### src/rtl/vga_rx_pkg.sv
// Shared definitions for the VGA receive monitor: default timing,
// coordinate/colour widths, FSM state type and a saturating counter helper.
package vga_rx_pkg;

  localparam int COORD_W = 10;
  localparam int RGB_W   = 24;

  localparam int DEF_H_TOTAL     = 800;
  localparam int DEF_H_ACTIVE    = 640;
  localparam int DEF_V_TOTAL     = 525;
  localparam int DEF_V_ACTIVE    = 480;
  localparam int DEF_LOCK_FRAMES = 2;
  localparam int DEF_WDOG_CYCLES = 16;

  typedef enum logic [1:0] {
    SEARCH = 2'd0,
    TRAIN  = 2'd1,
    LOCKED = 2'd2
  } rx_state_e;

  function automatic logic [7:0] sat_inc8(input logic [7:0] value);
    return (value == 8'hFF) ? value : value + 8'd1;
  endfunction

endpackage

### src/rtl/vga_edge_sampler.sv
// Front end of the VGA monitor: registers every input once, turns the
// sampled pixel clock into a one-clk strobe and detects sync/blank edges
// between consecutive strobes.
module vga_edge_sampler
  import vga_rx_pkg::*;
(
  input  logic               clk,
  input  logic               rst,
  input  logic               vga_clk,
  input  logic               hsync,
  input  logic               vsync,
  input  logic               blank_n,
  input  logic [RGB_W-1:0]   pix_rgb,
  input  logic [COORD_W-1:0] probe_x,
  input  logic [COORD_W-1:0] probe_y,
  output logic               stb,
  output logic               hfall,
  output logic               vfall,
  output logic               blank_rise,
  output logic               blank_q,
  output logic [RGB_W-1:0]   rgb_q,
  output logic [COORD_W-1:0] probe_x_q,
  output logic [COORD_W-1:0] probe_y_q
);

  logic vga_clk_q;
  logic vga_clk_d;
  logic hsync_q;
  logic vsync_q;
  logic hsync_seen;
  logic vsync_seen;
  logic blank_seen;

  // Single register stage on every input; syncs idle high so reset never fakes a falling edge
  always_ff @(posedge clk) begin
    if (!rst) begin
      vga_clk_q <= 1'b0;
      vga_clk_d <= 1'b0;
      hsync_q   <= 1'b1;
      vsync_q   <= 1'b1;
      blank_q   <= 1'b0;
      rgb_q     <= '0;
      probe_x_q <= '0;
      probe_y_q <= '0;
    end else begin
      vga_clk_q <= vga_clk;
      vga_clk_d <= vga_clk_q;
      hsync_q   <= hsync;
      vsync_q   <= vsync;
      blank_q   <= blank_n;
      rgb_q     <= pix_rgb;
      probe_x_q <= probe_x;
      probe_y_q <= probe_y;
    end
  end

  assign stb = vga_clk_q & ~vga_clk_d;

  // Levels seen at the previous pixel strobe, so edges are judged pixel to pixel
  always_ff @(posedge clk) begin
    if (!rst) begin
      hsync_seen <= 1'b1;
      vsync_seen <= 1'b1;
      blank_seen <= 1'b0;
    end else if (stb) begin
      hsync_seen <= hsync_q;
      vsync_seen <= vsync_q;
      blank_seen <= blank_q;
    end
  end

  assign hfall      = stb & hsync_seen & ~hsync_q;
  assign vfall      = stb & vsync_seen & ~vsync_q;
  assign blank_rise = stb & ~blank_seen & blank_q;

endmodule

### src/rtl/vga_rx_monitor.sv
// VGA receive monitor: recovers pixel coordinates from sync/blank, measures
// line and frame timing, tracks timing lock and samples the colour at a
// programmable probe coordinate once per frame.
module vga_rx_monitor
  import vga_rx_pkg::*;
#(
  parameter int H_TOTAL     = DEF_H_TOTAL,
  parameter int H_ACTIVE    = DEF_H_ACTIVE,
  parameter int V_TOTAL     = DEF_V_TOTAL,
  parameter int V_ACTIVE    = DEF_V_ACTIVE,
  parameter int LOCK_FRAMES = DEF_LOCK_FRAMES,
  parameter int WDOG_CYCLES = DEF_WDOG_CYCLES
)(
  input  logic               clk,
  input  logic               rst,
  input  logic               vga_clk,
  input  logic               hsync,
  input  logic               vsync,
  input  logic               blank_n,
  input  logic [RGB_W-1:0]   pix_rgb,
  input  logic [COORD_W-1:0] probe_x,
  input  logic [COORD_W-1:0] probe_y,
  output logic [COORD_W-1:0] rx_x,
  output logic [COORD_W-1:0] rx_y,
  output logic               locked,
  output logic               frame_done,
  output logic [RGB_W-1:0]   probe_color,
  output logic               probe_valid,
  output logic [COORD_W-1:0] line_len,
  output logic [COORD_W-1:0] frame_lines,
  output logic [7:0]         err_count
);

  localparam logic [COORD_W-1:0] H_TOTAL_C  = COORD_W'(H_TOTAL);
  localparam logic [COORD_W-1:0] H_ACTIVE_C = COORD_W'(H_ACTIVE);
  localparam logic [COORD_W-1:0] V_TOTAL_C  = COORD_W'(V_TOTAL);
  localparam logic [COORD_W-1:0] V_ACTIVE_C = COORD_W'(V_ACTIVE);
  localparam logic [COORD_W-1:0] ONE_C      = COORD_W'(1);
  localparam logic [7:0]         LOCK_LAST  = 8'(LOCK_FRAMES - 1);
  localparam int                 WDOG_W     = $clog2(WDOG_CYCLES + 1);
  localparam logic [WDOG_W-1:0]  WDOG_LAST  = WDOG_W'(WDOG_CYCLES - 1);
  localparam logic [WDOG_W-1:0]  WDOG_MAX   = WDOG_W'(WDOG_CYCLES);

  logic               stb;
  logic               hfall;
  logic               vfall;
  logic               blank_rise;
  logic               blank_q;
  logic [RGB_W-1:0]   rgb_q;
  logic [COORD_W-1:0] probe_x_q;
  logic [COORD_W-1:0] probe_y_q;

  vga_edge_sampler u_sampler (
    .clk        (clk),
    .rst        (rst),
    .vga_clk    (vga_clk),
    .hsync      (hsync),
    .vsync      (vsync),
    .blank_n    (blank_n),
    .pix_rgb    (pix_rgb),
    .probe_x    (probe_x),
    .probe_y    (probe_y),
    .stb        (stb),
    .hfall      (hfall),
    .vfall      (vfall),
    .blank_rise (blank_rise),
    .blank_q    (blank_q),
    .rgb_q      (rgb_q),
    .probe_x_q  (probe_x_q),
    .probe_y_q  (probe_y_q)
  );

  logic [COORD_W-1:0] h_cnt;
  logic [COORD_W-1:0] v_cnt;
  logic [COORD_W-1:0] act_cnt;
  logic [COORD_W-1:0] act_lines;
  logic [COORD_W-1:0] shadow_x;
  logic [COORD_W-1:0] shadow_y;
  logic [WDOG_W-1:0]  wdog;
  logic [7:0]         good;
  logic               first_h;
  logic               skip_v;
  rx_state_e          state;

  // Values as they stand once the current strobe is included; a line ending on
  // the same strobe as a frame is counted before the frame is judged.
  logic [COORD_W-1:0] h_next;
  logic [COORD_W-1:0] act_next;
  logic [COORD_W-1:0] v_next;
  logic [COORD_W-1:0] lines_next;
  logic               line_err;
  logic               act_err;
  logic               frame_err;
  logic               wdog_hit;
  logic               any_err;
  logic               probe_hit;

  assign h_next     = h_cnt + ONE_C;
  assign act_next   = act_cnt + {{(COORD_W-1){1'b0}}, blank_q};
  assign v_next     = v_cnt + {{(COORD_W-1){1'b0}}, hfall};
  assign lines_next = act_lines + {{(COORD_W-1){1'b0}}, (hfall && act_next == H_ACTIVE_C)};

  assign line_err  = hfall && !first_h && (h_next != H_TOTAL_C);
  assign act_err   = hfall && (act_next != '0) && (act_next != H_ACTIVE_C);
  assign frame_err = vfall && !skip_v && ((v_next != V_TOTAL_C) || (lines_next != V_ACTIVE_C));
  assign wdog_hit  = (state != SEARCH) && !stb && (wdog == WDOG_LAST);
  assign any_err   = (state != SEARCH) && (line_err || act_err || frame_err || wdog_hit);

  assign probe_hit = (state == LOCKED) && stb && blank_q &&
                     (act_cnt == shadow_x) && (act_lines == shadow_y) &&
                     (shadow_x < H_ACTIVE_C) && (shadow_y < V_ACTIVE_C);

  // Pixel, line and frame counters plus the measured timing and recovered coordinates
  always_ff @(posedge clk) begin
    if (!rst) begin
      h_cnt       <= '0;
      v_cnt       <= '0;
      act_cnt     <= '0;
      act_lines   <= '0;
      shadow_x    <= '0;
      shadow_y    <= '0;
      line_len    <= '0;
      frame_lines <= '0;
      rx_x        <= '0;
      rx_y        <= '0;
    end else if (stb) begin
      if (hfall) begin
        h_cnt    <= '0;
        act_cnt  <= '0;
        line_len <= h_next;
      end else begin
        h_cnt   <= h_next;
        act_cnt <= act_next;
      end
      if (vfall) begin
        v_cnt       <= '0;
        act_lines   <= '0;
        frame_lines <= v_next;
        shadow_x    <= probe_x_q;
        shadow_y    <= probe_y_q;
      end else begin
        v_cnt     <= v_next;
        act_lines <= lines_next;
      end
      if (blank_q) begin
        rx_x <= act_cnt;
      end
      if (blank_rise) begin
        rx_y <= act_lines;
      end
    end
  end

  // Colour capture at the probe coordinate, only trusted while timing is locked
  always_ff @(posedge clk) begin
    if (!rst) begin
      probe_color <= '0;
      probe_valid <= 1'b0;
    end else begin
      probe_valid <= probe_hit;
      if (probe_hit) begin
        probe_color <= rgb_q;
      end
    end
  end

  // Loss-of-signal timer: clk cycles since the last pixel strobe, parked while searching
  always_ff @(posedge clk) begin
    if (!rst) begin
      wdog <= '0;
    end else if (state == SEARCH || stb) begin
      wdog <= '0;
    end else if (wdog != WDOG_MAX) begin
      wdog <= wdog + WDOG_W'(1);
    end
  end

  // Lock state machine with registered lock flag, frame pulse and error counter
  always_ff @(posedge clk) begin
    if (!rst) begin
      state      <= SEARCH;
      good       <= '0;
      locked     <= 1'b0;
      frame_done <= 1'b0;
      err_count  <= '0;
      first_h    <= 1'b0;
      skip_v     <= 1'b0;
    end else begin
      frame_done <= vfall && (state != SEARCH);
      if (any_err) begin
        err_count <= sat_inc8(err_count);
      end
      if (hfall) begin
        first_h <= 1'b0;
      end
      if (vfall) begin
        skip_v <= 1'b0;
      end
      case (state)
        SEARCH: begin
          if (vfall) begin
            state   <= TRAIN;
            good    <= '0;
            first_h <= 1'b1;
            skip_v  <= 1'b1;
          end
        end
        TRAIN: begin
          if (any_err) begin
            good <= '0;
            if (wdog_hit) begin
              state  <= SEARCH;
              locked <= 1'b0;
            end
          end else if (vfall) begin
            good <= good + 8'd1;
            if (good == LOCK_LAST) begin
              state  <= LOCKED;
              locked <= 1'b1;
            end
          end
        end
        LOCKED: begin
          if (any_err) begin
            state  <= SEARCH;
            locked <= 1'b0;
            good   <= '0;
          end
        end
        default: begin
          state  <= SEARCH;
          locked <= 1'b0;
        end
      endcase
    end
  end

endmodule

### config.mk
export PLATFORM = sky130hd
export DESIGN_NAME = vga_rx_monitor
export DESIGN_NICKNAME = d
export VERILOG_FILES = /design/src/rtl/vga_rx_pkg.sv /design/src/rtl/vga_edge_sampler.sv /design/src/rtl/vga_rx_monitor.sv
export SDC_FILE = /design/constraint.sdc
export NUM_CORES = 1
export LEC_CHECK = 0
export CELL_PAD_IN_SITES_DETAIL_PLACEMENT = 1
export CELL_PAD_IN_SITES_GLOBAL_PLACEMENT = 2
export CORE_MARGIN = 8
export CORE_UTILIZATION = 30
export CTS_CLUSTER_SIZE = 40
export DETAILED_ROUTE_END_ITERATION = 10
export GPL_ROUTABILITY_DRIVEN = 0
export GPL_TIMING_DRIVEN = 0
export PLACE_DENSITY = 0.81
export SETUP_SLACK_MARGIN = 0.4
export SLEW_MARGIN = 20
export SYNTH_ARGS = -nofsm -noshare
export SYNTH_HDL_FRONTEND = slang
export SYNTH_SLANG_ARGS = --single-unit
### constraint.sdc
create_clock -name clk -period 4 [get_ports clk]
set_clock_uncertainty 0.2 [all_clocks]
set_input_delay 0.6 -clock clk [delete_from_list [all_inputs] [get_ports clk]]
set_output_delay 0.6 -clock clk [all_outputs]
set_load 0.02 [all_outputs]
==> flow_metrics.tcl <==
set metrics [dict create \
    root_buffer "clkbuf_16" \
    dr.pass1.iters 5 \
    drtIter0Drc 333 \
    peakVddDrop_mv 0.307 \
    synth_seq_cells 204 \
    fin_crit_sh_pct 105 \
    place_ws_ns -1.03 \
    hp-class "flop to flop" \
    wl_per_cell_um 18.3 \
    p_total_w 0.00474 \
    synth_area_leader_cell "dfxtp_1" \
    synth_top_family_by_area "simple AND/OR/NAND/NOR gates" \
    setup_viol 18 \
    cts_tree "built" \
    clkLatencyLatePin_ns 0.53 \
    async_flop_share_pct 0 \
    crit_path_end_kind "flop" \
    antenna_found_initial 0 \
    num_io_pins 125 \
    synth_seq_area_share_pct 46.7 \
    status "complete, but fails checks" \
    violations "negative setup slack" \
    syn_to_final_growth_pct 34.7 \
    grt_pass1_vias 8316 \
    max_slew_margin_pct 34.2 \
    ctsHoldBuffers 0 \
    synthTopCellsByArea "dfxtp_1, nand2_1, a21oi_1, and2_1, mux2i_1" \
    cp_max_fo 6 \
    clk_path_buf_depth 3 \
    whs_ns 0.231 \
    rsz0062_at_grt "true" \
    synth_cells 1018 \
    route.detailed.drc 0 \
    arrival_ns 4.44 \
    die_area_um2 34900 \
    numCtsBuffers 24 \
    synth_xor_area_share_pct 4.10 \
    dpl.hpwl_um 20900 \
    synth_simple_gate_area_share_pct 25.6 \
    antenna_left 0 \
    crit_type "flop to flop" \
    leakagePower_nw 4.30 \
    viasPerCell 4.92 \
    grt_pass1_wl_um 47100 \
    synth_compound_area_share_pct 14.1 \
    fmax_mhz 239 \
    layout_setup_ws_ns -0.192 \
    synthFlopType "dfxtp_1" \
    synthAdderAreaFrac_pct 1.86 \
    startpoint_type "flop" \
    nets 1255 \
    worstPathRequired_ns 4.25 \
    synth_nets 1081 \
    synth-edff-count 0 \
    io_buffers 123 \
    post_synth.cell_area_avg_um2 8.60 \
    largestRegisters "probe_color: 24 flops, u_sampler.rgb_q: 24 flops" \
    muxShareOfSynthArea_pct 3.66 \
    hold_viol 0 \
    die_h_um 187 \
    synth.cell_area_um2 8750 \
    num_rows 62 \
    min_period_ns 4.19 \
    cts_max_level 1 \
    core-area_um2 28700 \
    wirelength_um 29100 \
    power_density_nw_per_um2 402 \
    ys_types 72 \
    synth_largest_type_area_fraction_pct 46.7 \
    grt_max_degree 14 \
    clkSlewWorstSetupHoldPaths_ns 0.06 \
    vias 7846 \
    drv_cap 0 \
    clkSinkCount 204 \
    slew_viol_final 0 \
    track_usage_pct 16.5 \
    yosysWarnings 0 \
    layout-drive-gt1-share_pct 11.0 \
    die_w_um 187 \
    overflow 0 \
    worst_pin_slew_ns 0.973 \
    initial_utilization_pct 30.5 \
]
[cells by family (layout without fill, tap and decap cells)]
family / Yosys count / count (layout)
and+or+nand+nor: 442 / 442
DFF: 204 / 204
AOI/OAI and AO/OA: 199 / 199
buffers and inverters: 87 / 278
xor gates and xnor gates: 41 / 41
muxes: 32 / 32
adders and majority gates: 13 / 13
other: 0 / 1
[layout by cell type (no fill, tap or decap), types with 29 or more instances in the layout]
cell type	netlist	layout
nor2_1	82	81
nand2_1	150	150
clkbuf_1	54	51
and2_1	55	55
o21ai_0	35	31
clkdlybuf4s50_1	0	123
dfxtp_1	204	201
nand3_1	31	29
mux2i_1	32	32
a21oi_1	102	102
[metrics by stage]
stage | TNS [ns] | utilization (%) | area (µm²) | cells
detailed placement | -17.55 | 36.9 | 10600 | 1525
global route | -5.75 | 41.1 | 11800 | 1593
CTS | -2.41 | 40.7 | 11700 | 1583
global placement | -15.99 | 36.9 | 10600 | 1525
floorplan | 0 | - | 8870 | 1018
finish | -2.50 | 41.1 | 11800 | 1594
[cells in the mapped netlist, types with 6 or more instances]
master	instances
dfxtp_1	204
nand2_1	150
a21oi_1	102
nor2_1	82
and2_1	55
clkbuf_1	54
o21ai_0	35
mux2i_1	32
nand3_1	31
xnor2_1	25
nor3_1	23
xor2_1	16
inv_1	15
nand4_1	15
ha_1	13
nand2b_1	12
buf_2	11
a211oi_1	10
and3_1	10
a31oi_1	9
nor4_1	9
or3_1	9
nand3b_1	8
or4_1	6
[worst paths after layout]
path,from,slack (ns),end,cells past startpoint
hold reg to reg,u_sampler.probe_x_q[2]$_SDFF_PN0_,0.23,shadow_x[2]$_SDFFE_PN0P_,2
hold / removal,u_sampler.probe_x_q[2]$_SDFF_PN0_,0.23,shadow_x[2]$_SDFFE_PN0P_,2
setup reg to reg,u_sampler.blank_q$_SDFF_PN0_,-0.19,err_count[6]$_SDFFE_PN0P_,18
setup / recovery,u_sampler.blank_q$_SDFF_PN0_,-0.19,err_count[6]$_SDFFE_PN0P_,18
[worst max-delay path, cell delays in order (launching register included)]
cell       delay, ns
dfxtp_4         0.38
ha_4            0.15
ha_4            0.14
nand3_4         0.09
or4_4           0.52
o31ai_4         0.07
nand4_1         0.11
nor2_1          0.15
ha_2            0.24
ha_4            0.16
nand3_4         0.10
or4b_4          0.50
mux2i_1         0.16
a221o_1         0.21
o2111ai_4       0.20
o22ai_4         0.31
buf_6           0.18
nor3_4          0.04
a211oi_2        0.20
[routing by layer]
layer  track usage (%)  vias to the layer above  routed length [µm]
li1                  -                     3877                   -
met1              21.7                     3790               13300
met2              28.3                      144               13900
met3              2.24                       35                1370
met4              3.45                        0                 472
met5                 0                        -                   0
[where the power goes]
part / leakage (nW) / internal (W) / switching, W
clock: 0.421 / 0.00149 / 0.000916
combinational: 2.22 / 0.000104 / 0.000145
sequential: 1.66 / 0.00207 / 0.0000190
[repair_timing]
action | in CTS | in global routing
gates cloned | 1 | 0
setup endpoints to repair | 20 | 19
setup buffers | 14 | 10
pin swaps | 10 | 9
gates resized for setup | 28 | 6
[cell type report]
class,count,area (µm²)
fill,3376,16900
tap,384,480
timing repair buffer,148,1420
clock inverter,15,230
inverter,17,65.1
antenna,1,2.50
buffer,70,319
multi-input combinational,727,4530
sequential,204,4090
clock buffer,28,646
Power figures use the tool's default switching activity.
